`src/rtl/fetch_unit_pkg.sv`:
```
// Shared definitions for the instruction fetch stage and the PC register it drives.
package fetch_unit_pkg;

   typedef enum logic [2:0] {
      StIdle  = 3'd0,
      StReq   = 3'd1,
      StWait  = 3'd2,
      StHold  = 3'd3,
      StDrain = 3'd4
   } fetch_state_e;

   localparam int unsigned INSTR_BYTES = 4;
   localparam logic [31:0] RESET_PC    = 32'h0040_0000;

endpackage

```
`src/rtl/fetch_unit.sv`:
```
// Instruction fetch: one outstanding memory request, valid/ready handoff to decode,
// redirect handling with stale-response drain. Drives the external PC register.
module fetch_unit
   import fetch_unit_pkg::*;
#(
   parameter int unsigned N = 32
) (
   input  logic         clk,
   input  logic         reset,
   input  logic [N-1:0] pc_value_i,
   output logic [N-1:0] pc_next_o,
   output logic         pc_enable_o,
   output logic         mem_req_o,
   output logic [N-1:0] mem_addr_o,
   input  logic         mem_gnt_i,
   input  logic         mem_rvalid_i,
   input  logic [31:0]  mem_rdata_i,
   output logic         instr_valid_o,
   output logic [31:0]  instr_o,
   output logic [N-1:0] instr_pc_o,
   input  logic         instr_ready_i,
   input  logic         redirect_valid_i,
   input  logic [N-1:0] redirect_pc_i,
   output logic         redirect_misaligned_o
);

   fetch_state_e state_q, state_d;
   logic [N-1:0] req_pc_q, req_pc_d;
   logic [31:0]  instr_q, instr_d;
   logic [N-1:0] instr_pc_q, instr_pc_d;
   logic         instr_valid_q, instr_valid_d;
   logic         misaligned_q, misaligned_d;

   always_ff @(posedge clk or negedge reset) begin
      if (!reset) begin
         state_q       <= StIdle;
         req_pc_q      <= '0;
         instr_q       <= '0;
         instr_pc_q    <= '0;
         instr_valid_q <= 1'b0;
         misaligned_q  <= 1'b0;
      end else begin
         state_q       <= state_d;
         req_pc_q      <= req_pc_d;
         instr_q       <= instr_d;
         instr_pc_q    <= instr_pc_d;
         instr_valid_q <= instr_valid_d;
         misaligned_q  <= misaligned_d;
      end
   end

   always_comb begin
      state_d       = state_q;
      req_pc_d      = req_pc_q;
      instr_d       = instr_q;
      instr_pc_d    = instr_pc_q;
      instr_valid_d = instr_valid_q;
      misaligned_d  = 1'b0;
      mem_req_o     = 1'b0;
      mem_addr_o    = pc_value_i;
      pc_enable_o   = 1'b0;
      pc_next_o     = pc_value_i + N'(INSTR_BYTES);

      unique case (state_q)
         StIdle: state_d = StReq;
         StReq: begin
            mem_req_o = 1'b1;
            if (mem_gnt_i) begin
               req_pc_d = pc_value_i;
               state_d  = StWait;
            end
         end
         StWait: begin
            if (mem_rvalid_i) begin
               instr_d       = mem_rdata_i;
               instr_pc_d    = req_pc_q;
               instr_valid_d = 1'b1;
               state_d       = StHold;
            end
         end
         StHold: begin
            if (instr_ready_i) begin
               pc_enable_o   = 1'b1;
               pc_next_o     = instr_pc_q + N'(INSTR_BYTES);
               instr_valid_d = 1'b0;
               state_d       = StReq;
            end
         end
         StDrain: begin
            if (mem_rvalid_i) state_d = StReq;
         end
         default: state_d = StIdle;
      endcase

      // Redirect overrides everything; a request still in flight must be drained first.
      if (redirect_valid_i) begin
         pc_enable_o   = 1'b1;
         pc_next_o     = {redirect_pc_i[N-1:2], 2'b00};
         instr_valid_d = 1'b0;
         instr_d       = instr_q;
         instr_pc_d    = instr_pc_q;
         misaligned_d  = |redirect_pc_i[1:0];
         if ((((state_q == StWait) || (state_q == StDrain)) && !mem_rvalid_i) ||
             ((state_q == StReq) && mem_gnt_i)) begin
            state_d = StDrain;
         end else begin
            state_d = StReq;
         end
      end
   end

   assign instr_valid_o         = instr_valid_q;
   assign instr_o               = instr_q;
   assign instr_pc_o            = instr_pc_q;
   assign redirect_misaligned_o = misaligned_q;

endmodule

```
`config.mk`:
```
export PLATFORM = sky130hd
export DESIGN_NAME = fetch_unit
export DESIGN_NICKNAME = d
export VERILOG_FILES = /design/src/rtl/fetch_unit_pkg.sv /design/src/rtl/fetch_unit.sv
export SDC_FILE = /design/constraint.sdc
export NUM_CORES = 1
export LEC_CHECK = 0
export CAP_MARGIN = 20
export CORE_UTILIZATION = 44
export DETAILED_ROUTE_END_ITERATION = 7
export PLACE_DENSITY_LB_ADDON = 0.05
export SLEW_MARGIN = 20
export SYNTH_ARGS = -nofsm -noshare
export SYNTH_HDL_FRONTEND = slang
export SYNTH_SLANG_ARGS = --single-unit
```
`constraint.sdc`:
```
create_clock -name clk -period 2.7 [get_ports clk]
set_input_delay 0.54 -clock clk [delete_from_list [all_inputs] [get_ports clk]]
set_output_delay 0.54 -clock clk [all_outputs]
set_load 0.03 [all_outputs]
```
==> run summary, run 1 <==
status: finished, violations left
failing checks: negative setup slack
worst setup margin: -0.259 ns
synthesis-to-layout area growth: 66.8%
Max-slew headroom: 70.0%
CTS buffer count: 9
endpoints failing hold: 0
share of the yosys chip area belonging to registers: 43.1%
CTS tree: done
synth top area cells: dfrtp_1 43%, mux2_2 19%, buf_4 4.1%
vias in the first global route: 5810
Die ar.: 13800 sq um
I/O pin cnt: 234
Yosys top cell area share: 43.1%
max-slew violations: 0
count leader, synth: dfrtp_1
diodes inserted: 0
clock transition at the registers of the reported paths: 0.08 ns
chip height: 117 microns
CP endpoint kind: output port
clock skew after layout: 0.00885 ns
largest net degree at the start of global routing: 65
cell mode on critical path: buf_6
Crit Path Max Fanout: 5
HPWL Detailed: 14100 microns
crit path max-delay cell type: or4_4
Yosys cell types: 53
# fillers: 874
deepest clock path buffer count: 2
Setup TNS: -1.23 ns
FF-to-FF path depth: 5
syn_area_per_cell: 10.7 sq um
Top FF cell, synth: dfrtp_1
Placed Instance Area: 8910 sq um
Min-Delay Path Class: in -> async
gpl congestion: 0.937
share of post-route cells with drive strength above 1: 44.0%
first-pass GRT wire length: 30900 microns
Die Width: 117 microns
DR pass1 iterations: 5
CORE AREA: 12800 sq um
placed cell count: 990
Worst setup SP type: flip-flop
CTS H-Tree Depth: 3
Post-Layout Cell Count: 1038
1st-iter DRT viols: 354
CP Cell Sequence: nand4_4 > or4_4 > buf_6 > or3_4 > a32oi_1 > a21boi_4 > buf_6
f_max: 338 MHz
Critical Path AT: 2.42 ns
CP peak stage delay: 0.54 ns
Synth area leader: dfrtp_1
Seq cells post-synth: 101
std cell rows: 41
# DRC: 0
clk_lat worst skew: 0.35 ns
gr ovfl total: 0
fin crit period: 2.96 ns
Tcrit/Tclk final: 110%
RSZ-0062 raised after global routing: yes
syn_nets: 651
ys async rst share: 100%
Netlist Area Pre-Place: 5860 sq um
via count: 5571
Initial Utilization: 45.7%
top post-synthesis cells by count: 101 x dfrtp_1, 98 x mux2_2, 39 x nand2_1
Setup violations, final: 14
fin area: 9780 sq um
Root Buffer: clkbuf_16
worst slew pin tran: 0.449 ns
worst vdd rail ir drop: 0.697 mV
fin util: 76.3%
cell count after synthesis: 547
Antenna Nets Post-Route: 0
critical path class: reg -> out
initial antenna violation count: 0
Tot Pwr: 8.98 mW
Total Wirelength: 19500 microns
Ys Warns: 0
number of flops mapped to enable cells by yosys: 0
gr usage total: 28.6%
vias per cell: 5.37
Critical Path RT: 2.16 ns
port buffer count: 233
pwr/cell area: 917 nW/um^2
max_cap viols: 0
Final nets: 965
CTS sink count: 101
Lkg Pwr: 4.21 nW
WL per Instance: 18.8 microns
[what timing repair did]
action                     4_1_cts  5_1_grt
gates cloned                     0        0
setup endpoints to repair       23       19
gates resized for setup        141       33
hold endpoints to repair         0        0
pin swaps                       40       30
hold buffers                     0        0
buffers inserted                24       10
[path summary, 6_finish.rpt]
check                                from        endpoint  slack [ns]
min                                 reset    req_pc_q[19]        0.12
max reg2reg                    state_q[2]    req_pc_q[17]        0.91
min in group clk             req_pc_q[11]  instr_pc_o[11]        0.51
max                        instr_pc_o[13]   pc_next_o[17]       -0.26
min reg2reg                  req_pc_q[11]  instr_pc_o[11]        0.51
max in group asynchronous           reset   instr_pc_o[9]        1.93
[routing by layer]
metal | up-vias | global-route usage, % | share of wire [%] | wire length, microns
li1 | 2575 | - | - | -
met2 | 235 | 48.5 | 51 | 9870
met1 | 2723 | 34.4 | 39 | 7710
met5 | - | 0 | 0 | 0
met3 | 38 | 7.15 | 7.3 | 1430
met4 | 0 | 11.6 | 2.6 | 503
[flip-flops by register name, summed over array words and instances, names as in the netlist]
name	count
instr_o	32
instr_pc_o	32
instr_valid_o	1
redirect_misaligned_o	1
req_pc_q	32
state_q	3
[layout by cell type, fill, tap and decap left out, types with 9 or more instances in the layout]
master and count:
clkdlybuf4s50_1 171, buf_4 132, mux2_2 97, dfrtp_1 78, nand2_1 37, buf_6 33, xor2_1 25, dfrtp_2 23
xnor2_1 22, nand4_1 17, nor2_1 15, inv_1 15, nand3_1 13, o21ai_0 13, a21oi_1 11, nand3_2 10
clkbuf_16 9
[where the power goes]
part	internal, mW	switching [mW]	leakage (nW)
clock network	0.650	0.631	0.143
registers	2.27	0.506	1.21
logic	2.37	2.55	2.86
total	5.29	3.68	4.21
[metrics by stage]
stage / hold WS [ns] / setup slack, ns
after floorplan: 0.244 / -0.218
after detailed placement: 0.493 / -0.582
final: 0.118 / -0.259
after CTS: 0.124 / -0.273
after global routing: 0.147 / -0.298
after global placement: 0.482 / -0.571
[worst max-delay path: cells and delay by family (launching register included)]
kind,cells,cell delay [ns]
flip-flops,1,0.40
AND/OR/NAND/NOR,3,0.98
AO/OA/AOI/OAI,2,0.38
buffers and inverters,2,0.30
[cell families after synthesis]
| group | after synthesis | share of synthesized area, % |
|---|---|---|
| AND/OR/NAND/NOR | 157 | 14.8 |
| buffers and inverters | 75 | 7.28 |
| flip-flops | 101 | 43.1 |
| adder cells (fa/ha/maj) | 2 | 0.427 |
| XOR/XNOR | 51 | 7.62 |
| multiplexers | 105 | 20.0 |
| AO/OA/AOI/OAI | 56 | 6.76 |
[final cells by class]
class                      instances  area, sq um  share of cell area, %
timing repair buffer             362         3360                   34.3
inverter                          16         60.1                  0.614
sequential                       101         2560                   26.1
clock inverter                     7         68.8                  0.703
tap                              172          215                   2.20
clock buffer                       9          225                   2.30
multi-input combinational        371         3300                   33.7
Power figures use the tool's default switching activity.
==> run 2, diff against run 1 <==
--- a/config.mk
+++ b/config.mk
@@ -5,7 +5,7 @@
 export SDC_FILE = /design/constraint.sdc
 export NUM_CORES = 1
 export LEC_CHECK = 0
-export CAP_MARGIN = 20
+export CAP_MARGIN = 25
 export CORE_UTILIZATION = 44
 export DETAILED_ROUTE_END_ITERATION = 7
 export PLACE_DENSITY_LB_ADDON = 0.05
==> constraint.sdc (replaced) <==
create_clock -name clk -period 3.24 [get_ports clk]
set_input_delay 0.648 -clock clk [delete_from_list [all_inputs] [get_ports clk]]
set_output_delay 0.648 -clock clk [all_outputs]
set_load 0.03 [all_outputs]
==> run summary, run 2 (synthesis results as in run 1) <==
status: finished, final reports clean
Worst setup SP type: input port
power share of the combinational group: 52.1% (-2.7 points)
synthesis-to-layout area growth: 54.8%
CORE AREA: 12800 sq um (unchanged)
Tcrit/Tclk final: 98.5%
HPWL Detailed: 13800 microns (-1.9%)
most used cells in the layout excluding fill and tap cells: 178 x clkdlybuf4s50_1, 116 x buf_4, 101 x dfrtp_1, 98 x mux2_2, 37 x nand2_1
Root Buffer: clkbuf_16
Crit Path Max Fanout: 4 (-1)
dpl ws: -0.261 ns (+0.321 ns)
fin util: 70.8% (-5.5 points)
largest net degree at the start of global routing: 65 (unchanged)
share of total power in the clock network: 14.5% (+0.2 points)
sw power: 2.89 mW (-22%)
chip height: 117 microns (unchanged)
sw frac: 41.0% (-0.059 points)
CTS H-Tree Depth: 3 (unchanged)
commonest non-fill, non-tap cell in the layout: clkdlybuf4s50_1
max_cap viols: 0 (unchanged)
clock transition at the registers of the reported paths: 0.07 ns (about the same)
Initial Utilization: 45.7% (unchanged)
deepest clock path buffer count: 2 (unchanged)
internal power: 4.16 mW (-21%)
Lkg Pwr: 3.94 nW (-6.3%)
1st-iter DRT viols: 462 (+31%)
worst vdd rail ir drop: 0.648 mV (-7.0%)
vias per cell: 5.42 (+0.91%)
endpoints failing hold: 0 (unchanged)
Setup violations, final: 0 (-14)
I/O pin cnt: 234 (unchanged)
via count: 5416 (-2.8%)
Critical Path AT: 2.54 ns (+0.12 ns)
CTS sink count: 101 (unchanged)
Die Width: 117 microns (unchanged)
Total Wirelength: 18500 microns (-5.1%)
initial antenna violation count: 0 (unchanged)
worst setup margin: 0.0485 ns (+0.308 ns)
worst slew pin tran: 0.694 ns (+0.245 ns)
Final nets: 927 (-3.9%)
f_max: 313 MHz
CP endpoint kind: output port
clk_lat worst skew: 0.35 ns (about the same)
diodes inserted: 0 (unchanged)
Antenna Nets Post-Route: 0 (unchanged)
vias in the first global route: 5402 (-7.0%)
Die ar.: 13800 sq um (unchanged)
Min-Delay Path Class: in -> async
Tot Pwr: 7.05 mW (-21%)
pwr/cell area: 777 nW/um^2 (-15%)
# DRC: 0 (unchanged)
CTS buffer count: 9 (unchanged)
first-pass GRT wire length: 29200 microns (-5.4%)
Critical Path RT: 2.59 ns (+0.43 ns)
DR pass1 iterations: 5 (unchanged)
fin crit period: 3.19 ns
port buffer count: 233 (unchanged)
gr ovfl total: 0 (unchanged)
std cell rows: 41 (unchanged)
gr usage total: 27.1% (-1.4 points)
CTS tree: done
WL per Instance: 18.5 microns (-1.5%)
share of post-route cells with drive strength above 1: 33.1% (-11 points)
clock skew after layout: 0.00589 ns (-0.00297 ns)
critical path class: in -> out
Max-slew headroom: 53.7% (-16 points)
max-slew violations: 0 (unchanged)
sequential fraction of design power: 33.4% (+2.4 points)
gpl congestion: 0.868 (-7.3%)
## run 2: cell count changes in the layout (fill, tap and decap cells not counted), sizes merged, moves of 2 or more
cell	delta
buf	-53
dlymetal6s2s	+8
clkdlybuf4s50	+7
inv	-2
## run 2: area by class of cell
type / count / area [sq um]
Inverter: 16 / 60.1
Tap cell: 172 / 215
Clock buffer: 10 / 239
Fill cell: 978 / 3750
Sequential cell: 101 / 2530
Multi-Input combinational cell: 371 / 3010
Clock inverter: 6 / 46.3
Timing Repair Buffer: 324 / 2980
## run 2: critical path, stage by stage
cell and delay, ns:
dlygate4sd2_1 0.30, ha_2 0.23, and4_1 0.23, and3_4 0.23, buf_6 0.11, nand4_1 0.08, xor2_1 0.15, a222oi_1 0.33
buf_4 0.23
## run 2: final timing paths
check | slack, ns | end | cells past startpoint | from
min reg2reg | 0.50 | instr_valid_o | 2 | instr_valid_o
min in group clk | 0.50 | instr_valid_o | 2 | instr_valid_o
max | 0.05 | pc_next_o[16] | 9 | pc_value_i[2]
max reg2reg | 1.28 | req_pc_q[0] | 4 | state_q[0]
min | 0.33 | state_q[2] | 1 | reset
max in group asynchronous | 2.18 | instr_pc_o[18] | 2 | reset
## run 2: per-stage QoR
| step | cell area (sq um) | cells | TNS, ns | hold WS (ns) |
|---|---|---|---|---|
| after floorplan | 5860 | 547 | 0 | 0.352 |
| after global placement | 8580 | 972 | -1.71 | 0.481 |
| after detailed placement | 8580 | 972 | -1.95 | 0.484 |
| after CTS | 9000 | 995 | 0 | 0.353 |
| after global routing | 9080 | 1000 | -0.0135 | 0.387 |
| final | 9080 | 1000 | 0 | 0.331 |
## run 2: layer usage
layer / up-vias / global-route usage, % / part of all wire (%) / routed length (microns)
met5: - / 0 / 0 / 0
met4: 0 / 10.2 / 2.3 / 417
met3: 37 / 7.34 / 7.3 / 1360
met2: 232 / 45.3 / 49 / 9020
met1: 2653 / 33.3 / 42 / 7720
li1: 2494 / - / - / -
## run 2: repair_timing
item / 4_1_cts / 5_1_grt
hold endpoints to repair: 0 / 0
hold buffers: 0 / 0
pin swaps: 17 / 15
gates resized for setup: 40 / 20
setup buffers: 7 / 5
endpoints found under the setup margin: 17 / 16
## run 2: power by group through the flow
stage / clock, mW / combinational (mW) / sequential, mW
floorplan: 0 / 1.31 / 3.07
global placement: 0 / 3.61 / 2.32
detailed placement: 0 / 3.67 / 2.37
CTS: 1.06 / 3.69 / 2.35
global route: 1.11 / 3.87 / 2.43
finish: 1.02 / 3.68 / 2.35
